File: config.mk
export PLATFORM = sky130hd
export DESIGN_NAME = vram_write_arbiter
export DESIGN_NICKNAME = d
export VERILOG_FILES = /design/src/rtl/vram_write_arbiter.sv
export SDC_FILE = /design/constraint.sdc
export NUM_CORES = 1
export LEC_CHECK = 0
export CAP_MARGIN = 10
export CORE_ASPECT_RATIO = 1.75
export CORE_UTILIZATION = 50
export CTS_CLUSTER_DIAMETER = 120
export DETAILED_ROUTE_END_ITERATION = 8
export HOLD_SLACK_MARGIN = 0.12
export PLACE_DENSITY_LB_ADDON = 0.05
export SYNTH_ARGS = -nofsm -noshare
export SYNTH_HDL_FRONTEND = slang
export SYNTH_SLANG_ARGS = --single-unit
File: constraint.sdc
create_clock -name clk_i -period 4.2 [get_ports clk_i]
set_input_delay 0.63 -clock clk_i [delete_from_list [all_inputs] [get_ports clk_i]]
set_output_delay 0.63 -clock clk_i [all_outputs]
set_load 0.005 [all_outputs]
File: src/rtl/vram_write_arbiter.sv
// Two-source VRAM write arbiter: frame-copy stream has priority, brush writes
// are buffered in a small FIFO and forced through after STARVE_LIMIT waits.
module vram_write_arbiter #(
  parameter int ACTIVE_COLUMNS = 640,
  parameter int ACTIVE_ROWS    = 480,
  parameter int ADDR_WIDTH     = $clog2(ACTIVE_COLUMNS*ACTIVE_ROWS),
  parameter int DATA_WIDTH     = 1,
  parameter int FIFO_DEPTH     = 4,
  parameter int STARVE_LIMIT   = 16
) (
  input  logic                          clk_i,
  input  logic                          reset_i,
  input  logic                          copy_valid_i,
  input  logic [ADDR_WIDTH-1:0]         copy_address_i,
  input  logic [DATA_WIDTH-1:0]         copy_data_i,
  output logic                          copy_ready_o,
  input  logic                          brush_valid_i,
  input  logic [ADDR_WIDTH-1:0]         brush_address_i,
  input  logic [DATA_WIDTH-1:0]         brush_data_i,
  output logic                          brush_ready_o,
  output logic [ADDR_WIDTH-1:0]         vram_write_address_o,
  output logic [DATA_WIDTH-1:0]         vram_write_data_o,
  output logic                          vram_write_ena_o,
  output logic                          brush_drop_o,
  output logic [$clog2(FIFO_DEPTH):0]   fifo_count_o
);
  localparam int PW = $clog2(FIFO_DEPTH);
  localparam int CW = PW + 1;
  localparam int SW = $clog2(STARVE_LIMIT + 1);
  localparam logic [ADDR_WIDTH:0] CELLS   = (ADDR_WIDTH+1)'(ACTIVE_COLUMNS*ACTIVE_ROWS);
  localparam logic [CW-1:0]       DEPTH_C = CW'(FIFO_DEPTH);
  localparam logic [SW-1:0]       LIMIT_C = SW'(STARVE_LIMIT);

  typedef struct packed {
    logic [ADDR_WIDTH-1:0] addr;
    logic [DATA_WIDTH-1:0] data;
  } wr_req_t;

  wr_req_t         mem [FIFO_DEPTH];
  wr_req_t         gnt_req, wr_q;
  logic [PW-1:0]   wr_ptr, rd_ptr;
  logic [CW-1:0]   count;
  logic [SW-1:0]   starve_cnt;
  logic            fifo_empty, force_brush, copy_gnt, brush_gnt, gnt;
  logic            brush_hs, in_range, push, wr_ena_q, drop_q;

  assign fifo_empty    = (count == '0);
  assign force_brush   = (starve_cnt == LIMIT_C) && !fifo_empty;
  assign copy_ready_o  = !force_brush;
  assign brush_ready_o = (count < DEPTH_C);

  assign copy_gnt  = copy_valid_i && copy_ready_o;
  assign brush_gnt = !copy_gnt && !fifo_empty;
  assign gnt       = copy_gnt || brush_gnt;
  assign gnt_req   = copy_gnt ? {copy_address_i, copy_data_i} : mem[rd_ptr];

  // Out-of-range brush requests still handshake, they are just never stored.
  assign brush_hs = brush_valid_i && brush_ready_o;
  assign in_range = ({1'b0, brush_address_i} < CELLS);
  assign push     = brush_hs && in_range;

  always_ff @(posedge clk_i) begin
    if (push) mem[wr_ptr] <= {brush_address_i, brush_data_i};
  end

  always_ff @(posedge clk_i or posedge reset_i) begin
    if (reset_i) begin
      wr_ptr     <= '0;
      rd_ptr     <= '0;
      count      <= '0;
      starve_cnt <= '0;
    end else begin
      if (push)      wr_ptr <= wr_ptr + PW'(1);
      if (brush_gnt) rd_ptr <= rd_ptr + PW'(1);
      if (push && !brush_gnt)      count <= count + CW'(1);
      else if (!push && brush_gnt) count <= count - CW'(1);
      if (brush_gnt || fifo_empty)
        starve_cnt <= '0;
      else if (copy_gnt && starve_cnt != LIMIT_C)
        starve_cnt <= starve_cnt + SW'(1);
    end
  end

  // Write port register: data only moves on a grant so it holds when idle.
  always_ff @(posedge clk_i or posedge reset_i) begin
    if (reset_i) begin
      wr_ena_q <= 1'b0;
      wr_q     <= '0;
      drop_q   <= 1'b0;
    end else begin
      wr_ena_q <= gnt;
      if (gnt) wr_q <= gnt_req;
      drop_q   <= brush_hs && !in_range;
    end
  end

  assign vram_write_ena_o     = wr_ena_q;
  assign vram_write_address_o = wr_q.addr;
  assign vram_write_data_o    = wr_q.data;
  assign brush_drop_o         = drop_q;
  assign fifo_count_o         = count;
endmodule
==> results.yml, run 1 <==
critical_path:
  rrSetupSlack_ns: 1.90
  cp_max_fo: 21
  end_kind: "primary output"
  slowest_delay_ns: 0.58
  cp-start-kind: "register"
  cp.arrival_ns: 2.14
  critical_path_class: "register to primary output"
  r2r-start: "fifo_count_o[0]"
  critPathSlowestCell: "clkdlybuf4s50_1"
  r2r_end: "fifo_count_o[2]"
  cp.required_ns: 3.57
  critPathBufInv: 3
  path_cells: "inv_1, ha_1, nand4bb_1, nor2_1, inv_2, clkdlybuf4s50_1"
  cpLargestDelayFamily: "buffers and inverters"
  r2r_cells: 10
global_routing:
  track_usage_pct: 20.8
  grt-ovfl-total: 0
  grt_pass1_wl_mm: 14.1
  grt_max_degree: 45
  grt_pass1_vias: 2772
  antenna_found_initial: 0
yosys:
  async_reset_ff_share_pct: 29.8
  syn-cell-area_um2: 4640
  synth.most_common_cell: "edfxtp_1"
  ys_ff_latch: 114
  synthCells: 287
  synth_cell_types: 29
  synth_common_cells: "edfxtp_1 (80), nand3_1 (43), dfrtp_1 (34)"
  yosys_warnings: 0
  synth_nets: 339
  synth.avg_cell_area_um2: 16.2
  synth_ff_type: "edfxtp_1"
  synth_area_leader_cell: "edfxtp_1"
  synth_edf_count: 80
  yosysSeqAreaShare_pct: 70.1
  synth_top_area_share_pct: 51.8
  ys_top_cells_by_area: "edfxtp_1 (52%), dfrtp_1 (18%), mux4_2 (9.7%)"
cts:
  cts_max_level: 4
  path_clk_slew_ns: 0.05
  cts_buffer_depth: 2
  ctsResizeCount: 0
  cts_hold_buf: 0
  post_cts_buffers: 0
  clk-insertion-delay-late_ns: 0.40
  cts_root_buffer: "clkbuf_16"
  cts_tree: "yes"
  cts.sinks: 114
  numCtsBuffers: 17
floorplan:
  core_region_area_um2: 9040
  dieArea_um2: 9690
  ios: 71
  die_w_um: 74.8
  rows: 46
  initial_core_util_pct: 51.4
  die_h_um: 129
finish:
  fin_nets: 416
  n_antenna_cell: 0
  drive_above_1_share_pct: 14.6
  flow.area_growth_from_synthesis_pct: 28.6
worst_hold_path:
  hp-start: "starve_cnt[0]"
  min_to: "starve_cnt[0]"
  whs_path_depth: 1
  min_path_type: "register to register"
place:
  dp_hpwl_mm: 5.69
  pre_cts_ws_ns: 1.14
  gp_congestion: 0.700
  numPortBuffers: 70
detailed_routing:
  post_drt_wl_per_cell_um: 17.6
  wirelength_mm: 8.77
  drc: 0
  drtPass1Iterations: 5
  vias: 2666
  antenna_left: 0
  routed_via_density: 5.36
  drt_first_iter_violations: 121
timing:
  setup_tns_ns: 0
  fmax_mhz: 361
  slew-limit-headroom_pct: 27.9
  worstMarginPinSlew_ns: 1.08
  rsz0062_at_grt: "false"
  fin_crit_sh_pct: 65.9
  setup_ws_ns: 1.43
  drv_slew: 0
  fin_crit_ns: 2.77
  fin_worst_skew_ns: 0.00660
  timing.hold.ws_ns: 0.488
  setup_viol: 0
  finalHoldViolations: 0
power:
  power_mw: 3.68
  leakage_nw: 2.17
  ir_drop_mv: 0.413
  powerDensity_nw_per_um2: 617
outcome:
  status: "finished clean"
job:
  cap_violations: 0
[power breakdown]
group | internal, mW | switching (mW) | leakage (nW)
clock network | 0.792 | 0.427 | 0.251
registers | 1.41 | 0.185 | 1.14
logic | 0.517 | 0.355 | 0.779
total | 2.72 | 0.967 | 2.17
[state kept, by name, indices dropped and copies added, names as in the netlist]
register              flops
vram_write_data_o         1
mem                      80
rd_ptr                    2
vram_write_address_o     19
wr_ptr                    2
brush_drop_o              1
vram_write_ena_o          1
starve_cnt                5
fifo_count_o              3
[worst register-to-register path, stage by stage (launching register included)]
cell,delay [ns]
dfrtp_1,0.45
nor3_2,0.23
buf_4,0.31
a21oi_1,0.13
inv_1,0.09
ha_1,0.17
inv_1,0.06
fa_1,0.38
xor2_1,0.17
nor2_1,0.11
xnor2_1,0.12
[cell families (layout without fill, tap and decap cells)]
family	after synthesis	after routing	synth area share, %
DFF	114	114	70.1
and+or+nand+nor	83	83	10.2
buffers and inverters	27	117	2.43
AOI/OAI and AO/OA	24	24	2.97
muxes	22	22	10.3
xor gates and xnor gates	9	9	1.70
adders and majority gates	8	8	2.32
[per-stage QoR]
stage / utilization, % / instance area (um^2) / instances
floorplan: - / 4640 / 287
global placement: 60.4 / 5450 / 465
detailed placement: 60.4 / 5450 / 465
CTS: 66.0 / 5970 / 497
global route: 66.0 / 5970 / 497
finish: 66.0 / 5970 / 497
[worst max-delay path by stage]
stage	startpoint	end	slack [ns]	cells past startpoint
finish	starve_cnt[0]	copy_ready_o	1.43	6
global route	starve_cnt[0]	copy_ready_o	1.31	6
CTS	starve_cnt[0]	copy_ready_o	1.40	6
detailed placement	brush_address_i[12]	fifo_count_o[2]	1.14	10
global placement	brush_address_i[12]	fifo_count_o[2]	1.18	10
floorplan	brush_address_i[12]	fifo_count_o[2]	1.79	9
[layout make-up]
class	instances	area [um^2]
Inverter	10	37.5
Fill cell	694	3070
Sequential cell	114	3250
Multi-Input combinational cell	146	1270
Tap cell	120	150
Clock buffer	22	444
Clock inverter	10	67.6
Timing Repair Buffer	75	738
[metal layers]
metal	share of wire, %	up-vias	track usage, %	wire, um
met5	0	-	0	0
met3	3.3	13	6.07	291
li1	-	1250	-	-
met4	1.5	0	8.32	129
met2	53	65	34.6	4650
met1	42	1338	25.1	3700
[placed cells by master, fill, tap and decap left out, types with 3 or more instances in the layout]
cell type	synthesis	layout
xor2_1	4	4
nand3_1	43	43
xnor2_1	5	5
and2_2	4	4
inv_1	9	9
edfxtp_1	80	80
o21ai_0	20	20
nand2_1	3	3
clkinv_1	0	6
ha_1	7	7
mux4_2	20	20
clkbuf_16	0	17
clkdlybuf4s50_1	0	70
buf_4	2	5
clkbuf_1	12	5
nor2_1	9	9
nand3b_1	20	20
clkinv_2	0	3
dfrtp_1	34	34
(Power assumes the default switching activity.)
==> run 2: changes to the inputs <==
==> constraint.sdc (replaced) <==
create_clock -name clk_i -period 2.8 [get_ports clk_i]
set_input_delay 0.42 -clock clk_i [delete_from_list [all_inputs] [get_ports clk_i]]
set_output_delay 0.42 -clock clk_i [all_outputs]
set_load 0.005 [all_outputs]
==> results.yml, run 2 (synthesized netlist as in run 1, its figures left out) <==
timing:
  fin_crit_sh_pct: 92.9
  fmax_mhz: 384
  fin_worst_skew_ns: 0.00569
  setup_ws_ns: 0.198
  drv_slew: 0
  setup_viol: 0
  finalHoldViolations: 0
  timing.hold.ws_ns: 0.434
  worstMarginPinSlew_ns: 1.06
  fin_crit_ns: 2.60
  slew-limit-headroom_pct: 29.1
  setup_tns_ns: 0
  rsz0062_at_grt: "false"
detailed_routing:
  post_drt_wl_per_cell_um: 17.7
  drtPass1Iterations: 4
  drc: 0
  antenna_left: 0
  vias: 2725
  wirelength_mm: 8.91
  drt_first_iter_violations: 115
  routed_via_density: 5.40
floorplan:
  rows: 46
  ios: 71
  core_region_area_um2: 9040
  initial_core_util_pct: 51.4
  die_h_um: 129
  dieArea_um2: 9690
  die_w_um: 74.8
finish:
  drive_above_1_share_pct: 17.4
  fin_nets: 425
  final_cell_mix: "edfxtp_1 (80), clkdlybuf4s50_1 (70), nand3_1 (43)"
  flow.area_growth_from_synthesis_pct: 31.3
  final_common_cell: "edfxtp_1"
  multi_input_area_um2: 1270
  n_antenna_cell: 0
  top_register: "mem"
  fillers: 676
  seq_area_um2: 3250
  largest_reg_flops: 80
critical_path:
  r2r-start: "starve_cnt[0]"
  r2r_end: "fifo_count_o[1]"
  critical_path_class: "register to primary output"
  cp-start-kind: "register"
  end_kind: "primary output"
  cp_max_fo: 21
  rrSetupSlack_ns: 0.51
  cp.required_ns: 2.38
  cp.arrival_ns: 2.18
  r2r_cells: 9
job:
  cap_violations: 0
global_routing:
  track_usage_pct: 21.2
  grt_pass1_vias: 2843
  grt_pass1_wl_mm: 14.4
  busiest_layer: "met2"
  grt_use_met2_pct: 35.2
  antenna_found_initial: 0
  use_met1_pct: 24.8
  grt-ovfl-total: 0
  grt_max_degree: 43
  use_met3_pct: 6.38
cts:
  cts_hold_buf: 0
  cts_root_buffer: "clkbuf_16"
  cts_tree: "yes"
  cts.sinks: 114
  cts_buffer_depth: 2
  clk-insertion-delay-late_ns: 0.40
  post_cts_buffers: 0
  cts_max_level: 4
  path_clk_slew_ns: 0.05
  numCtsBuffers: 17
  ctsResizeCount: 0
place:
  gp_congestion: 0.714
  numPortBuffers: 70
  dp_hpwl_mm: 5.89
  pre_cts_ws_ns: 0.0731
power:
  ir_drop_mv: 0.556
  leakage_nw: 2.23
  powerDensity_nw_per_um2: 922
worst_hold_path:
  min_path_type: "input port to async pin"
outcome:
  status: "finished clean"
-- run 2: how the worst max path moves through the flow --
stage	end	depth (start not counted)	start	slack [ns]
2_1_floorplan	fifo_count_o[2]	9	brush_address_i[12]	0.60
3_3_place_gp	fifo_count_o[2]	10	brush_address_i[12]	0.1
3_5_place_dp	fifo_count_o[2]	10	brush_address_i[12]	0.07
4_1_cts	copy_ready_o	6	starve_cnt[0]	0.18
5_1_grt	copy_ready_o	6	starve_cnt[0]	0.07
6_report	copy_ready_o	6	starve_cnt[0]	0.20
-- run 2: through the flow --
step | cell area [um^2] | util [%] | power (mW) | instances
floorplan | 4640 | - | 3.12 | 287
finish | 6090 | 67.4 | 5.62 | 505
global placement | 5570 | 61.7 | 3.76 | 474
global route | 6090 | 67.4 | 5.92 | 505
detailed placement | 5570 | 61.7 | 3.78 | 474
CTS | 6090 | 67.4 | 5.70 | 505
-- run 2: layer usage --
metal / part of all wire [%] / routed length (um) / up-vias
met3: 4.5 / 399 / 18
li1: - / - / 1264
met1: 40 / 3570 / 1364
met5: 0 / 0 / -
met2: 53 / 4750 / 79
met4: 2.2 / 195 / 0
-- run 2: cell type report --
| class | instances | area share [%] |
|---|---|---|
| inverters | 10 | 0.616 |
| flip-flops and latches | 114 | 53.4 |
| multi-input cells | 146 | 20.9 |
| clock buffers | 23 | 7.51 |
| repair buffers | 84 | 14.0 |
| well taps | 120 | 2.46 |
| clock inverters | 8 | 1.07 |
-- run 2: worst max-delay path, stage by stage, from the launching register on --
cell and delay (ns):
dfrtp_1 0.40, inv_1 0.06, ha_1 0.19, nand4bb_1 0.15, nor2_1 0.09, inv_2 0.31, clkdlybuf4s50_1 0.58
-- run 2: report_power, final --
| group | internal (mW) | switching (mW) |
|---|---|---|
| logic | 0.818 | 0.656 |
| registers | 2.11 | 0.154 |
| clock network | 1.22 | 0.658 |
| total | 4.15 | 1.47 |
